## src/rtl/mem_arb.sv

```systemverilog
// Round-robin arbiter sharing one single-port synchronous memory between the
// instruction-fetch (I) and load/store (D) ports; one access in flight at a time.
module mem_arb #(
  parameter int AW     = 30,
  parameter int DW     = 32,
  parameter int RD_LAT = 1
) (
  input  logic          clk,
  input  logic          rst,
  input  logic          i_req,
  input  logic [AW-1:0] i_addr,
  output logic          i_gnt,
  output logic          i_rvalid,
  output logic [DW-1:0] i_rdata,
  input  logic          d_req,
  input  logic          d_we,
  input  logic [3:0]    d_be,
  input  logic [AW-1:0] d_addr,
  input  logic [DW-1:0] d_wdata,
  output logic          d_gnt,
  output logic          d_rvalid,
  output logic [DW-1:0] d_rdata,
  output logic          mem_en,
  output logic          mem_we,
  output logic [3:0]    mem_be,
  output logic [AW-1:0] mem_addr,
  output logic [DW-1:0] mem_wdata,
  input  logic [DW-1:0] mem_rdata,
  output logic          busy
);

  localparam logic [1:0] IDLE  = 2'd0;
  localparam logic [1:0] ISSUE = 2'd1;
  localparam logic [1:0] WAIT  = 2'd2;
  localparam logic [1:0] RESP  = 2'd3;

  localparam logic OWN_I = 1'b0;
  localparam logic OWN_D = 1'b1;

  localparam int CW = (RD_LAT > 1) ? $clog2(RD_LAT) : 1;

  logic [1:0]    state_q, state_d;
  logic          owner_q, owner_d;
  logic          last_q, last_d;
  logic [CW-1:0] cnt_q, cnt_d;
  logic          we_q, we_d;
  logic [3:0]    be_q, be_d;
  logic [AW-1:0] addr_q, addr_d;
  logic [DW-1:0] wdata_q, wdata_d;
  logic [DW-1:0] i_rdata_q, i_rdata_d;
  logic [DW-1:0] d_rdata_q, d_rdata_d;
  logic          idle;
  logic          gnt_i, gnt_d;

  // Grants are gated by reset so every output reads 0 while rst is low.
  always_comb begin
    idle  = rst && (state_q == IDLE);
    gnt_i = idle && i_req && (!d_req || (last_q == OWN_D));
    gnt_d = idle && d_req && (!i_req || (last_q == OWN_I));
  end

  always_comb begin
    state_d   = state_q;
    owner_d   = owner_q;
    last_d    = last_q;
    cnt_d     = cnt_q;
    we_d      = we_q;
    be_d      = be_q;
    addr_d    = addr_q;
    wdata_d   = wdata_q;
    i_rdata_d = i_rdata_q;
    d_rdata_d = d_rdata_q;
    case (state_q)
      IDLE: begin
        if (gnt_i) begin
          addr_d  = i_addr;
          we_d    = 1'b0;
          be_d    = '1;
          wdata_d = '0;
          owner_d = OWN_I;
          last_d  = OWN_I;
          state_d = ISSUE;
        end else if (gnt_d) begin
          addr_d  = d_addr;
          we_d    = d_we;
          be_d    = d_be;
          wdata_d = d_wdata;
          owner_d = OWN_D;
          last_d  = OWN_D;
          state_d = ISSUE;
        end
      end
      ISSUE: begin
        if (we_q) begin
          state_d = IDLE;
        end else begin
          cnt_d   = CW'(RD_LAT - 1);
          state_d = WAIT;
        end
      end
      WAIT: begin
        if (cnt_q == '0) begin
          if (owner_q == OWN_I) i_rdata_d = mem_rdata;
          else                  d_rdata_d = mem_rdata;
          state_d = RESP;
        end else begin
          cnt_d = cnt_q - 1'b1;
        end
      end
      default: state_d = IDLE;
    endcase
  end

  always_ff @(posedge clk or negedge rst) begin
    if (!rst) begin
      state_q   <= IDLE;
      owner_q   <= OWN_I;
      last_q    <= OWN_D;
      cnt_q     <= '0;
      we_q      <= 1'b0;
      be_q      <= '0;
      addr_q    <= '0;
      wdata_q   <= '0;
      i_rdata_q <= '0;
      d_rdata_q <= '0;
    end else begin
      state_q   <= state_d;
      owner_q   <= owner_d;
      last_q    <= last_d;
      cnt_q     <= cnt_d;
      we_q      <= we_d;
      be_q      <= be_d;
      addr_q    <= addr_d;
      wdata_q   <= wdata_d;
      i_rdata_q <= i_rdata_d;
      d_rdata_q <= d_rdata_d;
    end
  end

  always_comb begin
    i_gnt     = gnt_i;
    d_gnt     = gnt_d;
    mem_en    = (state_q == ISSUE);
    mem_we    = (state_q == ISSUE) && we_q;
    mem_be    = be_q;
    mem_addr  = addr_q;
    mem_wdata = wdata_q;
    i_rvalid  = (state_q == RESP) && (owner_q == OWN_I);
    d_rvalid  = (state_q == RESP) && (owner_q == OWN_D);
    i_rdata   = i_rdata_q;
    d_rdata   = d_rdata_q;
    busy      = (state_q != IDLE);
  end

endmodule

```

## config.mk

```make
export PLATFORM = sky130hd
export DESIGN_NAME = mem_arb
export DESIGN_NICKNAME = d
export VERILOG_FILES = /design/src/rtl/mem_arb.sv
export SDC_FILE = /design/constraint.sdc
export NUM_CORES = 1
export LEC_CHECK = 0
export ABC_AREA = 1
export BUFFER_PORTS_ARGS = -buffer_cell sky130_fd_sc_hd__buf_2
export CORE_MARGIN = 2
export CORE_UTILIZATION = 42
export CTS_CLUSTER_DIAMETER = 40
export CTS_CLUSTER_SIZE = 10
export DETAILED_ROUTE_END_ITERATION = 7
export PLACE_DENSITY = 0.79
export SYNTH_ARGS = -nofsm -noshare
export SYNTH_HDL_FRONTEND = slang
export SYNTH_SLANG_ARGS = --single-unit
```

## constraint.sdc

```tcl
create_clock -name clk -period 1.4 [get_ports clk]
set_clock_uncertainty 0.05 [all_clocks]
set_input_delay 0.28 -clock clk [delete_from_list [all_inputs] [get_ports clk]]
set_output_delay 0.28 -clock clk [all_outputs]
set_load 0.1 [all_outputs]
```

==> metrics.csv <==
stage,metric,value,unit
timing,period_needed,1810,ps
grt,overflow,0,
placed_design,post-place-cells,1111,
drt,final_antenna_net_count,0,
worst_setup_path,crit_chain,inv_2 -> nand2_2 -> nand2_4 -> nor2_4 -> buf_12,
final_layout,instances_no_fill,1183,
clock_network,clk-insertion-delay-late,410,ps
worst_setup_path,cp-start-kind,flop,
clock_network,path_clk_slew,60,ps
drt,vias_per_cell,5.22,
worst_setup_path,critPathTopFamily,flip-flops,
final_layout,nets,1129,
clock_network,clk_path_buf_depth,2,
synth,synthTopCellsByArea,"dfrtp_1, nand2_1, o21ai_0",
timing,timing.fmax,553,MHz
floorplan,num_rows,42,
clock_network,root_buffer,clkbuf_16,
timing,drv_slew,0,
drt,wl,23.5,mm
synth,synth_seq_area_share,58.5,%
grt,antenna_found_initial,0,
synth,syn_area_per_cell,8.40,um^2
synth,syn_nets,821,
flow_run,cap_violations,0,
worst_setup_path,crit_buf_inv,2,
timing,rsz0062_at_grt,yes,
final_layout,fill_cells,692,
placed_design,dpl-instance-area,9110,um^2
floorplan,die_area,14700,um^2
placed_design,gp_congestion,0.810,
final_layout,final_cell_mix,"buf_12, buf_2, nand2_1",
drt,firstDrtPassIters,5,
synth,syn_area,5780,um^2
floorplan,die_h,121,um
timing,fin_crit_sh,129,%
status,status,finished with violations,
placed_design,dp_hpwl,12.5,mm
floorplan,pin_count,270,
drt,via_count,6173,
final_layout,final_cell_area,11200,um^2
timing,relSlewSlack,72.9,%
placed_design,port_buffers,269,
final_layout,area_delta_synth_final,93.1,%
drt,drt_iter0_drc,469,
synth,syn_inst,688,
floorplan,core,13300,um^2
clock_network,htreeDepth,4,
floorplan,die_w,121,um
timing,worstMarginPinSlew,406,ps
timing,timing.final.hold_violations,0,
worst_setup_path,end_kind,output pin,
grt,grt_pass1_wl,30.7,mm
synth,ys_types,20,
final_layout,mostFrequentLayoutCell,buf_12,
drt,drc,0,
worst_setup_path,cp_slowest_stage_delay,550,ps
worst_setup_path,critical_path_arrival,1480,ps
worst_setup_path,cp_data_required_time,1070,ps
status,violations,setup timing,
synth,synth-seq-cells,135,
floorplan,initial_core_util,43.3,%
worst_setup_path,path_class,flop to output pin,
synth,yosysWarnings,0,
timing,tns,-25580,ps
synth,synth_top_cell_by_area,dfrtp_1,
drt,wl_per_cell,19.9,um
hold_path,hp-class,primary input to flop,
grt,groute.usage.overall,27.1,%
synth,synth_top_area_share,58.0,%
worst_setup_path,cp_max_fo,2,
worst_setup_path,cpMaxStageDelayCell,dfstp_2,
clock_network,clock_sinks,135,
clock_network,cts_tree,built,
timing,setup_slack,-407,ps
final_layout,drive_gt1_share,49.2,%
final_layout,n_antenna_cell,0,
timing,setup_viol,116,
grt,grt_pass1_vias,5906,
clock_network,cts_made_buffers,17,
grt,grt_max_degree,80,
worst min-delay path: stages:
cell and delay [ps]:
buf_2 90, o21ai_2 50, nand2_1 50
stage by stage:
stage | utilization (%) | hold slack, ps | setup WS [ps]
2_1_floorplan | - | -65.6 | -254
3_3_place_gp | 68.3 | 409 | -95.0
3_5_place_dp | 68.3 | 393 | -173
4_1_cts | 78.0 | 24.9 | -398
5_1_grt | 83.6 | 37.6 | -479
6_report | 83.6 | 34.0 | -407
flip-flops by register name (all words and copies together), names as in the netlist:
signal	count
state_q	2
mem_addr	30
we_q	1
last_q	1
d_rdata	32
i_rdata	32
owner_q	1
mem_wdata	32
mem_be	4
cell type report:
| type | instances | area, um^2 | share of cell area, % |
|---|---|---|---|
| flip-flops and latches | 135 | 3400 | 30.5 |
| clock inverters | 10 | 130 | 1.17 |
| well taps | 176 | 220 | 1.97 |
| inverters | 100 | 389 | 3.49 |
| repair buffers | 329 | 4280 | 38.3 |
| multi-input cells | 413 | 2300 | 20.6 |
| clock buffers | 20 | 447 | 4.00 |
per-layer routing:
| layer | part of all wire [%] | global-route usage, % | vias up |
|---|---|---|---|
| met5 | 0 | 0 | - |
| met4 | 4.5 | 13.0 | 0 |
| met3 | 8.7 | 8.08 | 82 |
| met2 | 53 | 48.0 | 367 |
| met1 | 34 | 29.7 | 2973 |
| li1 | - | - | 2751 |
cell usage after synthesis (all sizes together):
| cell | number |
|---|---|
| dfrtp | 134 |
| nor2 | 74 |
| and3 | 1 |
| clkbuf | 12 |
| nand2 | 168 |
| inv | 100 |
| a21oi | 1 |
| nand3 | 66 |
| o21ai | 103 |
| buf | 28 |
| dfstp | 1 |
final timing paths:
kind / from / end / slack, ps / cells past startpoint
max: last_q / i_gnt / -410 / 5
min: d_be[3] / mem_be[3] / 30 / 3
max reg2reg: last_q / mem_addr[17] / -390 / 11
min reg2reg: d_rdata[19] / d_rdata[19] / 470 / 2
max in group asynchronous: rst / d_rdata[2] / 350 / 4
min in group asynchronous: rst / owner_q / 580 / 4
logic make-up after synthesis:
| family | synth area share (%) |
|---|---|
| buf+inv | 10.5 |
| simple gates | 21.9 |
| compound gates | 9.20 |
| flops | 58.5 |
what timing repair did:
| action | in CTS | in global routing |
|---|---|---|
| buffers inserted | 17 | 9 |
| gates cloned | 13 | 9 |
| hold endpoints to repair | 55 | 0 |
| pin swaps | 35 | 33 |
| hold buffers | 1 | 0 |
| gates resized for setup | 60 | 221 |
| setup endpoints to repair | 104 | 159 |
Power is not shown: default switching activity piles up to over one toggle a cycle in this logic, so the estimate is an artifact.
